File: src/rtl/conv_row_sender.sv
// conv_row_sender
//   Transmit side of the convolution-layer row-load interface. On start it
//   captures a ROWS x COLS binary matrix. It then plays the matrix out on one
//   bus as one-cycle row-load strobes, each carrying its row data, followed by
//   an optional zero-data rewind strobe and a compute strobe. Every strobe is
//   followed by GAP_CYCLES all-zero cycles. A one-cycle done pulse marks the end.
//
// Ports
//   clk        in   1          clock, rising edge
//   rst_n      in   1          asynchronous reset, active low
//   start      in   1          pulse; only honoured while idle
//   abort      in   1          synchronous cancel of the current transfer
//   matrix_in  in   ROWS*COLS  row r = matrix_in[r*COLS +: COLS]; sampled on start
//   un_out     out  COLS+2     [COLS+1]=compute strobe, [COLS]=load strobe,
//                              [COLS-1:0]=row data
//   busy       out  1          high from the cycle after start until done
//   done       out  1          one-cycle pulse when the sequence completes
module conv_row_sender #(
  parameter int ROWS       = 6,
  parameter int COLS       = 6,
  parameter int GAP_CYCLES = 1,
  parameter int REWIND     = 1
) (
  input  logic                 clk,
  input  logic                 rst_n,
  input  logic                 start,
  input  logic                 abort,
  input  logic [ROWS*COLS-1:0] matrix_in,
  output logic [COLS+1:0]      un_out,
  output logic                 busy,
  output logic                 done
);

  localparam int RW = (ROWS > 1) ? $clog2(ROWS) : 1;
  localparam logic [RW-1:0] LAST_ROW = RW'(ROWS - 1);
  localparam logic [3:0]    GAP_LOAD = 4'(GAP_CYCLES - 1);

  // The state register names what the outputs show in the current cycle:
  // outputs are decoded from the next state and registered alongside it.
  typedef enum logic [2:0] {
    S_IDLE    = 3'd0,
    S_LOAD    = 3'd1,
    S_GAP     = 3'd2,
    S_REWIND  = 3'd3,
    S_COMPUTE = 3'd4,
    S_FINISH  = 3'd5
  } state_t;

  state_t                 state_r, state_s;
  state_t                 ret_r, ret_s;       // state entered when a gap ends
  state_t                 follow_s;           // strobe after the current one
  logic [RW-1:0]          row_r, row_s;
  logic [3:0]             gap_r, gap_s;
  logic [ROWS*COLS-1:0]   snap_r;
  logic [ROWS*COLS-1:0]   data_src_s;
  logic                   capture_s;
  logic                   in_xfer_s;
  logic [COLS+1:0]        un_out_s;
  logic                   busy_s;
  logic                   done_s;

  // Next-state, counters and registered-output decode.
  always_comb begin
    state_s    = state_r;
    ret_s      = ret_r;
    row_s      = row_r;
    gap_s      = gap_r;
    capture_s  = 1'b0;
    follow_s   = S_IDLE;
    un_out_s   = {(COLS + 2){1'b0}};
    busy_s     = 1'b0;
    done_s     = 1'b0;

    in_xfer_s = (state_r == S_LOAD) || (state_r == S_GAP) ||
                (state_r == S_REWIND) || (state_r == S_COMPUTE);

    // Which strobe comes after the one currently on the bus.
    case (state_r)
      S_LOAD: begin
        if (row_r == LAST_ROW) begin
          follow_s = (REWIND != 0) ? S_REWIND : S_COMPUTE;
        end else begin
          follow_s = S_LOAD;
        end
      end
      S_REWIND:  follow_s = S_COMPUTE;
      S_COMPUTE: follow_s = S_FINISH;
      default:   follow_s = S_IDLE;
    endcase

    case (state_r)
      S_IDLE: begin
        if (start && !abort) begin
          capture_s = 1'b1;
          row_s     = {RW{1'b0}};
          gap_s     = 4'd0;
          state_s   = S_LOAD;
        end else begin
          state_s = S_IDLE;
        end
      end
      S_LOAD, S_REWIND, S_COMPUTE: begin
        if ((state_r == S_LOAD) && (row_r != LAST_ROW)) begin
          row_s = row_r + RW'(1);
        end else begin
          row_s = row_r;
        end
        if (GAP_CYCLES == 0) begin
          state_s = follow_s;
        end else begin
          state_s = S_GAP;
          ret_s   = follow_s;
          gap_s   = GAP_LOAD;
        end
      end
      S_GAP: begin
        if (gap_r == 4'd0) begin
          state_s = ret_r;
        end else begin
          gap_s = gap_r - 4'd1;
        end
      end
      S_FINISH: begin
        // start here is deliberately dropped; restart only from IDLE
        state_s = S_IDLE;
      end
      default: begin
        state_s = S_IDLE;
      end
    endcase

    // Cancel wins over every transition; the receiver is left as it is.
    if (abort && in_xfer_s) begin
      state_s = S_IDLE;
      row_s   = {RW{1'b0}};
      gap_s   = 4'd0;
    end else begin
      state_s = state_s;
    end

    // The first row goes out on the capture edge, before the snapshot exists.
    data_src_s = capture_s ? matrix_in : snap_r;

    case (state_s)
      S_LOAD:    un_out_s = {2'b01, data_src_s[row_s*COLS +: COLS]};
      S_REWIND:  un_out_s = {2'b01, {COLS{1'b0}}};
      S_COMPUTE: un_out_s = {2'b10, {COLS{1'b0}}};
      default:   un_out_s = {(COLS + 2){1'b0}};
    endcase

    case (state_s)
      S_LOAD, S_GAP, S_REWIND, S_COMPUTE: busy_s = 1'b1;
      default:                            busy_s = 1'b0;
    endcase

    done_s = (state_s == S_FINISH);
  end

  // State, counters, snapshot and registered outputs.
  always_ff @(posedge clk or negedge rst_n) begin
    if (!rst_n) begin
      state_r <= S_IDLE;
      ret_r   <= S_IDLE;
      row_r   <= {RW{1'b0}};
      gap_r   <= 4'd0;
      snap_r  <= {(ROWS * COLS){1'b0}};
      un_out  <= {(COLS + 2){1'b0}};
      busy    <= 1'b0;
      done    <= 1'b0;
    end else begin
      state_r <= state_s;
      ret_r   <= ret_s;
      row_r   <= row_s;
      gap_r   <= gap_s;
      if (capture_s) begin
        snap_r <= matrix_in;
      end
      un_out  <= un_out_s;
      busy    <= busy_s;
      done    <= done_s;
    end
  end

endmodule
File: config.mk
export PLATFORM = sky130hd
export DESIGN_NAME = conv_row_sender
export DESIGN_NICKNAME = d
export VERILOG_FILES = /design/src/rtl/conv_row_sender.sv
export SDC_FILE = /design/constraint.sdc
export NUM_CORES = 1
export LEC_CHECK = 0
export ABC_AREA = 0
export CORE_ASPECT_RATIO = 0.6
export CORE_UTILIZATION = 47
export CTS_BUF_LIST = sky130_fd_sc_hd__clkbuf_16
export DETAILED_ROUTE_END_ITERATION = 8
export PLACE_DENSITY = 0.77
export SLEW_MARGIN = 25
export SYNTH_ARGS = -nofsm -noshare
export SYNTH_HDL_FRONTEND = slang
export SYNTH_SLANG_ARGS = --single-unit
File: constraint.sdc
create_clock -name clk -period 2 [get_ports clk]
set_input_delay 0.3 -clock clk [delete_from_list [all_inputs] [get_ports clk]]
set_output_delay 0.3 -clock clk [all_outputs]
set_load 0.01 [all_outputs]
Word-level counts from Yosys, hierarchy flattened
Index checks and enable logic that the tools add are counted.
W data, S select, Z words.
{"block": "op_classes", "shift": 1, "multipliers": 1, "n_mux": 19, "add_sub_neg": 2, "n_reduce_logical": 13, "eq_ne": 13}
{"op": "$mux W36", "n": 1}
{"op": "$shiftx A36 B7 Y6", "n": 1}
{"op": "$pmux W8 S3", "n": 1}
{"op": "$pmux W3 S3", "n": 2}
{"op": "$mux W3", "n": 5}
{"op": "$eq A3 B2 Y1 const B", "n": 4}
{"op": "$eq A3 B3 Y1 const B", "n": 4}
{"op": "$mux W4", "n": 3}
{"op": "$pmux W4 S3", "n": 1}
{"op": "$eq A3 B1 Y1 const B", "n": 2}
{"op": "$ne A3 B3 Y1 const B", "n": 2}
{"op": "$pmux W3 S2", "n": 1}
{"op": "$mul A3 B2 Y5 const B", "n": 1}
{"op": "$logic_not A4 Y1", "n": 1}
{"op": "$mux W1", "n": 4}
{"op": "$reduce_bool A4 Y1", "n": 1}
{"op": "$reduce_or A4 Y1", "n": 1}
{"op": "$sub A4 B1 Y4 const B", "n": 1}
{"op": "$add A3 B1 Y3 const B", "n": 1}
{"op": "$logic_and A1 B1 Y1", "n": 3}
{"op": "$logic_not A3 Y1", "n": 1}
{"op": "$logic_or A1 B1 Y1", "n": 3}
{"op": "$ne A3 B2 Y1 const B", "n": 1}
{"op": "$reduce_and A3 Y1", "n": 1}
{"op": "3 further kinds", "n": 3}
{"block": "word_totals", "output_inout_bits": 10, "input_bits": 40, "ff_bits": 59, "word_cells": 57}

Logic depth before layout (Yosys ltp)
Gate-level depths: netlist of the first run.
{"block": "depth", "word_depth": 9, "mapped_depth": 11, "mapped_depth_nobuf": 10}

Least setup slack after synthesis of the first run
No wires, ideal clock.
{"block": "synth_path", "path_type": "register -> register", "startpoint": "reg state_r[1]", "endpoint": "reg un_out[1]", "path_stages_with_launch": 9, "n_path_buf": 2, "required_time_ns": 1.861, "synth_period_minus_slack_ns": 2.185, "arrival_time_ns": 2.045, "setup_ns": 0.139, "slack_ns": -0.185, "cell_sequence": "dfrtp_1 buf_2 nor4_2 and2_1 buf_4 mux2_2 or2_2 o211ai_1 o221ai_1"}
{"block": "synth_between", "elab_cells_between_ends": 25, "cone_classes": "mul: 1; eq/ne: 7; shift: 1; mux: 9; reduce/logical: 7"}
{"item": "start: declaration", "line_no": "49", "text": "state_t state_r, state_s;"}
{"item": "start signal: assignment", "line_no": "171", "text": "state_r <= state_s;"}
{"item": "$logic_not A3 Y1", "line_no": "91", "text": "case (state_r)"}
{"item": "$mux W1", "line_no": "91"}
{"item": "$mux W36"}
{"item": "via data_src_s[31]", "line_no": "55", "text": "logic [ROWS*COLS-1:0] data_src_s;"}
{"item": "$shiftx A36 B7 Y6", "line_no": "145", "text": "S_LOAD: un_out_s = {2'b01, data_src_s[row_s*COLS +: COLS]};"}
{"item": "$pmux W8 S3", "line_no": "144", "text": "case (state_s)"}
{"item": "via un_out_s[1]", "line_no": "58", "text": "logic [COLS+1:0] un_out_s;"}
{"item": "end signal: assignment", "line_no": "167", "text": "un_out <= {(COLS + 2){1'b0}};"}
{"item": "end signal: assignment", "line_no": "178", "text": "un_out <= un_out_s;"}
{"item": "end: declaration", "line_no": "29", "text": "output logic [COLS+1:0] un_out,"}
The timed path passes the listed nets, and every way through them passes these cells.
A chain may end at the register's enable or synchronous reset.

Worst setup path in the final report of the first run
{"block": "layout_path", "startpoint": "reg state_r[1]", "endpoint": "reg un_out[2]"}
{"block": "layout_between", "elab_chain_cells": 9, "elab_cells_between_ends": 25, "cone_classes": "mul: 1; eq/ne: 7; shift: 1; mux: 9; reduce/logical: 7"}
{"item": "branches (longest 5 deep; another with $eq A3 B1 Y1)"}
{"item": "$mux W3 *", "line_no": "133", "text": "if (abort && in_xfer_s) begin"}
{"item": "via row_s[2]", "line_no": "52", "text": "logic [RW-1:0] row_r, row_s;"}
{"item": "$mul A3 B2 Y5 *", "line_no": "145"}
{"item": "$shiftx A36 B7 Y6 *", "line_no": "145"}
{"item": "$pmux W8 S3 *", "line_no": "144"}
{"item": "via un_out_s[2]", "line_no": "58"}
Mark *: on every way through the listed nets, which the timed path passes.

==> flow_summary.yaml, run 1 <==
sta:
  skew_ps: 7.37
  relSlewSlack: 0.590
  fin_ws_ps: -383
  fin_tns_setup_ps: -1410
  rsz0062_at_grt: "true"
  period_share: 1.19
  final_hold_viol_count: 0
  clock.fmax_ghz: 0.420
  tightestPinTransition_ps: 614
  final-setup-viol-count: 8
  finalCriticalPeriod_ps: 2380
  slew_viol_final: 0
routing:
  drt.antenna.violating_nets: 0
  viasPerCell: 5.81
  wl_per_cell_microns: 20.5
  wirelength_microns: 10000
  vias: 2828
  drc: 0
  drt-pass1-iter-count: 5
  drt-initial-drc-count: 313
floorplan:
  die_w_microns: 102
  core_area_sq_um: 5650
  die_h_microns: 61.8
  start_util: 0.496
  die_area_sq_um: 6290
  std_cell_rows: 21
  pin_count: 50
cells_and_area:
  syn2layout_area_growth_pct: 63.5
  nNetsFinal: 445
  nFillCells: 298
  final_layout_size_suffix_gt1_frac: 0.369
  finalInstanceArea_sq_um: 4580
  antenna_cells: 0
setup_path:
  path_delay_family: "compound AO/OA/AOI/OAI gates"
  cp_cell_sequence: "buf_6, or3b_4, o31a_1, a32o_2, and3_4, o211ai_1, o221ai_1"
  worst-path-buf-inv: 1
  crit_slowest_cell: "dfrtp_1"
  startpoint_type: "register"
  arrival_ps: 2540
  worstPathRequired_ps: 2150
  crit_fanout: 6
  r2r_slack_ps: -380
  cp_slowest_stage_delay_ps: 420
  worstSetupPathType: "reg2reg"
  end_kind: "register"
pwr:
  totalPowerFinal_mw: 4.19
  p_leak_nw: 2.15
  peakVddDrop_v: 0.000645
  power_density_nw_per_um2: 915
yosys:
  synthesis.nets: 328
  syn_area_sq_um: 2800
  synth-main-ff-cell: "dfrtp_1"
  ys_types: 45
  yosysSeqAreaShare: 0.527
  synth_async_sr_flop_share: 1.00
  yosys_warnings: 0
  synth-edff-count: 0
  syn-instance-count: 285
  ys_ff_latch: 59
  avgSynthCellArea_sq_um: 9.83
clock_tree:
  clock-sinks: 59
  cts_tree: "built"
  clock_latency_ps: 330
  numCtsBuffers: 9
  clock_path_buffers: 2
  cts_root_buffer: "clkbuf_16"
  htree_num_levels: 3
  path_clk_slew_ps: 50
status:
  status: "finished with violations"
  violations: "negative setup slack"
job:
  drv_cap: 0
placed_design:
  dp_hpwl_microns: 5120
  place.gp.congestion: 0.835
  io_buffer_count: 49
  dpl_cell_area_sq_um: 3690
global_routing:
  gr-total-overflow: 0
  track_usage: 0.286
  grt_pass1_wl_microns: 12800
  grt_max_degree: 37
  grt_pass1_vias: 2528
  antenna_found_initial: 0
min_path:
  min_path_type: "reg2reg"
[per-stage QoR]
step                worst slack, ps  hold WS, ps  cells   util
global route                   -390          503    487  0.811
finish                         -383          486    487  0.811
global placement               -421          326    444  0.653
detailed placement             -494          342    444  0.653
CTS                            -109          471    481  0.760
floorplan                     -17.0         4.41    285      -
[cells in the mapped netlist (all sizes together) (2+ instances only)]
master | instances | area [sq um]
o21ai | 15 | 82.6
a221oi | 2 | 17.5
a32o | 2 | 20.0
and2 | 2 | 12.5
ha | 3 | 37.5
buf | 10 | 67.6
nor3 | 5 | 25.0
clkbuf | 2 | 7.51
a211oi | 2 | 20.0
nand2b | 3 | 18.8
nor2b | 4 | 25.0
or3 | 2 | 12.5
or3b | 3 | 26.3
inv | 11 | 41.3
or2 | 5 | 31.3
mux2 | 9 | 101
a21oi | 2 | 10.0
nor4b | 2 | 23.8
dfrtp | 59 | 1480
nor3b | 2 | 15.0
nand2 | 91 | 349
mux2i | 12 | 120
nand3 | 4 | 20.0
o211ai | 6 | 45.0
nor2 | 10 | 45.0
o221ai | 6 | 52.6
[area by class of cell]
class	count	area (sq um)	area share
multi-input cells	203	1540	0.336
flip-flops and latches	59	1480	0.323
repair buffers	117	1130	0.247
clock buffers	9	225	0.0492
well taps	80	100	0.0218
clock inverters	7	60.1	0.0131
inverters	12	50.0	0.0109
[power breakdown]
part	leakage, nW	internal, mW	total (mW)	switching, mW
clock network	0.144	0.947	1.50	0.551
registers	0.751	1.39	1.48	0.0946
logic	1.26	0.611	1.22	0.605
total	2.15	2.94	4.19	1.25
[final timing paths]
check	depth (start not counted)	startpoint	end
setup / recovery	7	state_r[1]$_DFF_PN0_	un_out[2]$_DFF_PN0_
hold / removal	2	snap_r[11]$_DFF_PN0_	snap_r[11]$_DFF_PN0_
setup reg to reg	7	state_r[1]$_DFF_PN0_	un_out[2]$_DFF_PN0_
hold reg to reg	2	snap_r[11]$_DFF_PN0_	snap_r[11]$_DFF_PN0_
max in group asynchronous	3	rst_n	snap_r[21]$_DFF_PN0_
min in group asynchronous	2	rst_n	ret_r[1]$_DFFE_PN0P_
[metal layers]
metal | part of all wire | up-vias | GRT usage
met5 | 0 | - | 0
met1 | 0.42 | 1351 | 0.400
met3 | 0.10 | 45 | 0.101
li1 | - | 1214 | -
met4 | 0.032 | 0 | 0.0745
met2 | 0.44 | 218 | 0.429
[state kept, by name (all words and copies together) (netlist names)]
name,flops
done,1
busy,1
row_r,3
gap_r,4
un_out,8
ret_r,3
state_r,3
snap_r,36
[logic make-up (layout without fill, tap and decap cells)]
logic type,after synthesis,count (layout),share of synthesized area
flops,59,59,0.527
simple gates,137,138,0.229
mux,21,21,0.0790
compound gates,40,40,0.104
xor+xnor,1,1,0.00313
buf+inv,24,145,0.0446
fa+ha+maj,3,3,0.0134
[placed cells by master (no fill, tap or decap), types with 2 or more instances in the layout]
cell type / instances
o21ai_0: 12
nor3_1: 2
buf_8: 2
clkbuf_16: 9
mux2i_4: 4
buf_6: 9
nand2b_4: 2
clkinv_2: 3
buf_12: 5
nand2_2: 6
o221ai_1: 4
mux2i_2: 2
and2_4: 2
nor3_4: 2
mux2_4: 4
nand2_4: 4
nand2_1: 81
mux2_2: 5
dfrtp_1: 58
nor2b_1: 2
nand3_1: 2
inv_1: 12
clkdlybuf4s50_1: 48
or2_2: 4
o221ai_2: 2
or3b_4: 3
nor2b_4: 2
o211ai_1: 6
or3_4: 2
nor2_1: 9
mux2i_1: 6
ha_1: 2
o21ai_4: 2
buf_4: 49
[worst register-to-register path: cells and delay by family (launching register included)]
family	cells	cell delay, ps
simple gates	2	640
compound gates	4	1020
flops	1	420
buf+inv	1	140
[what timing repair did]
| action | CTS | global route |
|---|---|---|
| setup buffers | 19 | 6 |
| endpoints found under the hold margin | 15 | 0 |
| cloned | 2 | 0 |
| endpoints found under the setup margin | 8 | 9 |
| pin swaps | 9 | 11 |
| hold buffers | 1 | 0 |
| gates resized for setup | 33 | 47 |
(Power assumes the default switching activity.)
==> inputs of run 2 (changes only) <==
--- a/config.mk
+++ b/config.mk
@@ -7,11 +7,12 @@
 export LEC_CHECK = 0
 export ABC_AREA = 0
 export CORE_ASPECT_RATIO = 0.6
-export CORE_UTILIZATION = 47
+export CORE_UTILIZATION = 45
 export CTS_BUF_LIST = sky130_fd_sc_hd__clkbuf_16
 export DETAILED_ROUTE_END_ITERATION = 8
-export PLACE_DENSITY = 0.77
+export PLACE_DENSITY = 0.75
 export SLEW_MARGIN = 25
 export SYNTH_ARGS = -nofsm -noshare
 export SYNTH_HDL_FRONTEND = slang
 export SYNTH_SLANG_ARGS = --single-unit
+export TNS_END_PERCENT = 100
==> run 2 against run 1 <==
  * Hold slack lost 12 ps
  * Largest power group unchanged
  * Global-route usage decreased by 2.0 points
  * Combinational power is 9.8% lower
  * Clock skew is 1.3 ps lower
  * Register-to-register slack better by 140 ps
  * Via count down 8.7%
  * Count of clock-buffer cells in the layout stayed put
  * Final area fell by 5.9%
  * Flip-flop and latch count stayed put
  * Clock power hardly changed
  * The run still ends with negative setup slack left
==> flow_summary.yaml, run 2 (synthesis results as in run 1) <==
clock_tree:
  cts_tree: "built"
  path_clk_slew_ps: 60
  clock_path_buffers: 2
  clock-sinks: 59
  cts_root_buffer: "clkbuf_16"
  numCtsBuffers: 9
  htree_num_levels: 3
  clock_latency_ps: 330
placed_design:
  dp_slack_ps: -481
  dpl_cell_area_sq_um: 3680
  io_buffer_count: 49
  dp_hpwl_microns: 4930
  place_inst: 444
  place.gp.congestion: 0.837
setup_path:
  crit_fanout: 7
  worstPathRequired_ps: 2230
  crit_slowest_cell: "dfrtp_2"
  path_delay_family: "simple AND/OR/NAND/NOR gates"
  cp_slowest_stage_delay_ps: 490
  worstSetupPathType: "reg2reg"
  arrival_ps: 2470
  startpoint_type: "register"
  r2r_cells: 7
  end_kind: "register"
  r2r_start: "state_r[2]$_DFF_PN0_"
  worst-path-buf-inv: 1
  cp_cell_sequence: "buf_4, nor4b_2, nand3_1, a211oi_2, nor2b_4, nand2_2, o221ai_1"
  worstReg2RegEnd: "un_out[2]$_DFF_PN0_"
  r2r_slack_ps: -250
routing:
  vias: 2582
  met3_length_microns: 656
  wl_met1_microns: 3790
  drc: 0
  top_layer: "met4"
  drt-pass1-iter-count: 5
  wirelength_microns: 8120
  wl_per_cell_microns: 16.9
  drt-initial-drc-count: 187
  wl_met2_microns: 3430
  drt.antenna.violating_nets: 0
  viasPerCell: 5.38
pwr:
  power_density_nw_per_um2: 947
  p_clk_frac: 0.369
  combinationalPowerShare: 0.270
  peakVddDrop_v: 0.000566
  switchingPower_mw: 1.14
  sequentialPowerShare: 0.361
  p_leak_nw: 2.08
  p_sw_frac: 0.279
  p_int_mw: 2.94
floorplan:
  die_w_microns: 104
  pin_count: 50
  std_cell_rows: 21
  die_h_microns: 63.1
  core_area_sq_um: 5780
  die_area_sq_um: 6560
  start_util: 0.485
min_path:
  holdPathEnd: "snap_r[10]$_DFF_PN0_"
  min_path_type: "reg2reg"
  min-delay-start: "snap_r[10]$_DFF_PN0_"
  min_path_cells: 2
sta:
  fin_tns_setup_ps: -1080
  fin_ws_ps: -247
  final_hold_viol_count: 0
  slew_viol_final: 0
  relSlewSlack: 0.634
  clock.fmax_ghz: 0.445
  period_share: 1.12
  finalCriticalPeriod_ps: 2250
  rsz0062_at_grt: "true"
  whs_ps: 475
  final-setup-viol-count: 6
  skew_ps: 6.09
  tightestPinTransition_ps: 549
cells_and_area:
  antenna_cells: 0
  layout_commonest_cell: "nand2_1"
  reg_top3: "snap_r (36), un_out (8), gap_r (4)"
  syn2layout_area_growth_pct: 53.9
  finalInstanceArea_sq_um: 4310
  largest_register_ffs: 36
  nNetsFinal: 438
  final_layout_size_suffix_gt1_frac: 0.315
  fin_cells: 480
  mostFrequentLayoutCells: "88 x nand2_1, 56 x dfrtp_1, 51 x buf_4, 48 x clkdlybuf4s50_1, 12 x o21ai_0"
  largest_register: "snap_r"
global_routing:
  gr-total-overflow: 0
  grt_max_degree: 23
  track_usage: 0.266
  grt_pass1_wl_microns: 13100
  antenna_found_initial: 0
  grt_pass1_vias: 2536
job:
  drv_cap: 0
status:
  status: "finished with violations"
  violations: "negative setup slack"
[run 2: cell types whose count changed in the layout (fill, tap and decap cells not counted), sizes merged]
cell      before  now
clkbuf        10    9
clkinv         5    4
buf           67   61
clkinvlp       1    2
[run 2: worst max path at each step]
stage	from	depth (start not counted)	slack, ps	end
after global placement	abort	8	-420	un_out[3]$_DFF_PN0_
after global routing	state_r[2]$_DFF_PN0_	7	-280	un_out[2]$_DFF_PN0_
after CTS	state_r[1]$_DFF_PN0_	9	-180	un_out[0]$_DFF_PN0_
after detailed placement	abort	8	-480	un_out[0]$_DFF_PN0_
final	state_r[2]$_DFF_PN0_	7	-250	un_out[2]$_DFF_PN0_
after floorplan	gap_r[0]$_DFFE_PN0P_	11	-20	un_out[0]$_DFF_PN0_
[run 2: routing by layer]
layer / GRT usage / up-vias
li1: - / 1196
met1: 0.377 / 1220
met2: 0.378 / 138
met3: 0.0776 / 28
met4: 0.120 / 0
met5: 0 / -
[run 2: power groups by stage]
stage	clock, mW	combinational, mW	sequential [mW]
2_1_floorplan	0	0.443	1.47
3_3_place_gp	0	0.825	1.47
3_5_place_dp	0	0.842	1.48
4_1_cts	1.53	1.04	1.47
5_1_grt	1.59	1.17	1.49
6_report	1.51	1.10	1.48
[run 2: stage by stage]
step,total power [mW],utilization
4_1_cts,4.03,0.735
6_report,4.09,0.746
3_3_place_gp,2.30,0.636
2_1_floorplan,1.91,-
5_1_grt,4.25,0.746
3_5_place_dp,2.32,0.636
[run 2: cell type report]
class                           count  area [sq um]
Clock buffer                        9           225
Clock inverter                      7          67.6
Fill cell                         386          1470
Inverter                           12          50.0
Multi-Input combinational cell    203          1370
Sequential cell                    59          1480
Tap cell                           80           100
Timing Repair Buffer              110          1020
[run 2: repair_timing]
| item | in CTS | in global routing |
|---|---|---|
| gates cloned | 2 | 0 |
| setup endpoints to repair | 7 | 10 |
| hold buffers | 1 | 0 |
| pin swaps | 10 | 4 |
| resized for setup | 36 | 11 |
| hold endpoints to repair | 20 | 0 |
| setup buffers | 16 | 2 |
[run 2: tightest hold or removal path, stage by stage (launching register included)]
cell     delay, ps
dfrtp_1        320
nand2_1         40
nand2_1         80
==> inputs of run 3 (changes only) <==
--- a/config.mk
+++ b/config.mk
@@ -7,10 +7,11 @@
 export LEC_CHECK = 0
 export ABC_AREA = 0
 export CORE_ASPECT_RATIO = 0.6
-export CORE_UTILIZATION = 45
+export CORE_UTILIZATION = 47
 export CTS_BUF_LIST = sky130_fd_sc_hd__clkbuf_16
 export DETAILED_ROUTE_END_ITERATION = 8
-export PLACE_DENSITY = 0.75
+export PLACE_DENSITY = 0.77
+export SETUP_SLACK_MARGIN = 0.4
 export SLEW_MARGIN = 25
 export SYNTH_ARGS = -nofsm -noshare
 export SYNTH_HDL_FRONTEND = slang
==> run 3 against run 2 <==
  * The flow still finishes with violations (negative setup slack)
  * Final area rose by 14%
  * Sequential share of layout area fell by 4.2 points
  * Setup slack got worse by 130 ps
  * Via count rose by 15%
  * Sequential power barely moved
  * Clock skew rose by 0.93 ps
  * Die area fell by 4.2%
  * First-iteration DRC count rose by 45%
  * Critical path depth rose by 3
  * Flip-flop and latch count did not move
  * Hold slack got worse by 1.4 ps
  * Clock power fell by 5%
  * Highest routed layer unchanged
==> flow_summary.yaml, run 3 (synthesis results as in run 1) <==
status:
  status: "finished with violations"
  violations: "negative setup slack"
pwr:
  p_leak_nw: 2.40
  power_density_nw_per_um2: 865
  p_sw_frac: 0.321
  sequentialPowerShare: 0.350
  switchingPower_mw: 1.37
  peakVddDrop_v: 0.000653
  p_int_mw: 2.89
  combinationalPowerShare: 0.315
  p_clk_frac: 0.335
cells_and_area:
  largest_register_ffs: 36
  syn2layout_area_growth_pct: 75.6
  antenna_cells: 0
  layout_commonest_cell: "dfrtp_1"
  multi_input_area_sq_um: 1730
  reg_top3: "snap_r (36), un_out (8), gap_r (4)"
  nFillCells: 241
  largest_register: "snap_r"
  final-seq-area_sq_um: 1480
  nNetsFinal: 453
  mostFrequentLayoutCells: "56 x dfrtp_1, 47 x clkdlybuf4s50_1, 38 x buf_4, 36 x nand2_1, 30 x nand2_4"
  final_layout_size_suffix_gt1_frac: 0.487
  fin_cells: 495
routing:
  vias: 2961
  drt.antenna.violating_nets: 0
  viasPerCell: 5.98
  wl_per_cell_microns: 22.9
  wirelength_microns: 11400
  drc: 0
  drt-initial-drc-count: 272
  drt-pass1-iter-count: 5
setup_path:
  worstPathRequired_ps: 2180
  cp_slowest_stage_delay_ps: 440
  cp_cell_sequence: "buf_6, nor4_4, buf_4, buf_6, a221oi_4, o21ai_2, inv_2, buf_6, o211ai_1, o221ai_1"
  arrival_ps: 2550
  crit_slowest_cell: "dfrtp_2"
  worst-path-buf-inv: 5
  path_delay_family: "compound AO/OA/AOI/OAI gates"
  end_kind: "register"
  startpoint_type: "register"
  crit_path_frequent_cell: "buf_6"
  crit_fanout: 6
  worstSetupPathType: "reg2reg"
sta:
  finalCriticalPeriod_ps: 2370
  relSlewSlack: 0.744
  final-setup-viol-count: 15
  fin_ws_ps: -373
  skew_ps: 7.02
  rsz0062_at_grt: "true"
  tightestPinTransition_ps: 381
  final_hold_viol_count: 0
  slew_viol_final: 0
  clock.fmax_ghz: 0.421
  period_share: 1.19
clock_tree:
  cts_tree: "built"
  htree_num_levels: 3
  clock_latency_ps: 340
  clock-sinks: 59
  path_clk_slew_ps: 60
  numCtsBuffers: 9
  cts_root_buffer: "clkbuf_16"
  clock_path_buffers: 2
global_routing:
  antenna_found_initial: 0
  gr-total-overflow: 0
  grt_max_degree: 60
  grt_pass1_wl_microns: 14500
  track_usage: 0.331
  grt_pass1_vias: 2725
min_path:
  min_path_type: "reg2reg"
placed_design:
  io_buffer_count: 49
  dp_slack_ps: -512
  place_inst: 450
  place.gp.congestion: 0.863
  dp_hpwl_microns: 5000
floorplan:
  die_w_microns: 102
  std_cell_rows: 21
  start_util: 0.496
  pin_count: 50
  die_area_sq_um: 6290
  core_area_sq_um: 5650
  die_h_microns: 61.8
job:
  drv_cap: 0
## run 3: cell count changes in the layout (fill, tap and decap cells not counted), moves of 9 or more
cell,before,now
nand2_4,1,30
nand2_1,88,36
buf_4,51,38
o21ai_0,12,3
nand2_2,2,25
buf_6,5,24
## run 3: cell type report
cell class	instances	area share
Multi-Input combinational cell	203	0.351
Clock buffer	9	0.0458
Clock inverter	7	0.00915
Sequential cell	59	0.301
Inverter	12	0.0102
Tap cell	80	0.0203
Timing Repair Buffer	125	0.263
## run 3: power by group through the flow
stage	combinational [mW]	clock [mW]	sequential, mW
after floorplan	0.452	0	1.47
after detailed placement	0.851	0	1.48
after global placement	0.831	0	1.47
final	1.34	1.43	1.49
after CTS	1.10	1.42	1.47
after global routing	1.41	1.48	1.50
## run 3: layer usage
metal / vias up / GRT usage / wire (microns)
met4: 0 / 0.170 / 667
met3: 65 / 0.109 / 1290
met1: 1434 / 0.434 / 4360
met5: - / 0 / 0
met2: 232 / 0.502 / 5040
li1: 1230 / - / -
## run 3: path summary, 6_finish.rpt
kind | startpoint | end | slack, ps | cells past startpoint
setup / recovery | state_r[1]$_DFF_PN0_ | un_out[5]$_DFF_PN0_ | -370 | 10
hold / removal | snap_r[5]$_DFF_PN0_ | snap_r[5]$_DFF_PN0_ | 470 | 2
setup reg to reg | state_r[1]$_DFF_PN0_ | un_out[5]$_DFF_PN0_ | -370 | 10
hold reg to reg | snap_r[5]$_DFF_PN0_ | snap_r[5]$_DFF_PN0_ | 470 | 2
max in group asynchronous | rst_n | state_r[1]$_DFF_PN0_ | 1210 | 3
min in group asynchronous | rst_n | ret_r[1]$_DFFE_PN0P_ | 490 | 3
## run 3: tightest hold or removal path, stage by stage (launching register included)
cell and delay, ps:
dfrtp_1 320, nand2_1 50, nand2_2 70
## run 3: metrics by stage
step / total power [mW] / setup TNS (ps) / hold slack [ps] / util / cell area [sq um]
2_1_floorplan: 1.92 / -47.9 / 4.41 / - / 2840
3_3_place_gp: 2.30 / -2660 / 328 / 0.659 / 3720
3_5_place_dp: 2.33 / -3000 / 330 / 0.659 / 3720
4_1_cts: 3.98 / -617 / 466 / 0.816 / 4610
5_1_grt: 4.39 / -3780 / 490 / 0.871 / 4920
6_report: 4.26 / -2690 / 473 / 0.871 / 4920
## run 3: what timing repair did
item	4_1_cts	5_1_grt
cloned	3	0
pin swaps	34	23
gates resized for setup	129	52
endpoints found under the hold margin	59	0
setup endpoints to repair	51	55
buffers inserted	13	12
hold buffers	1	0
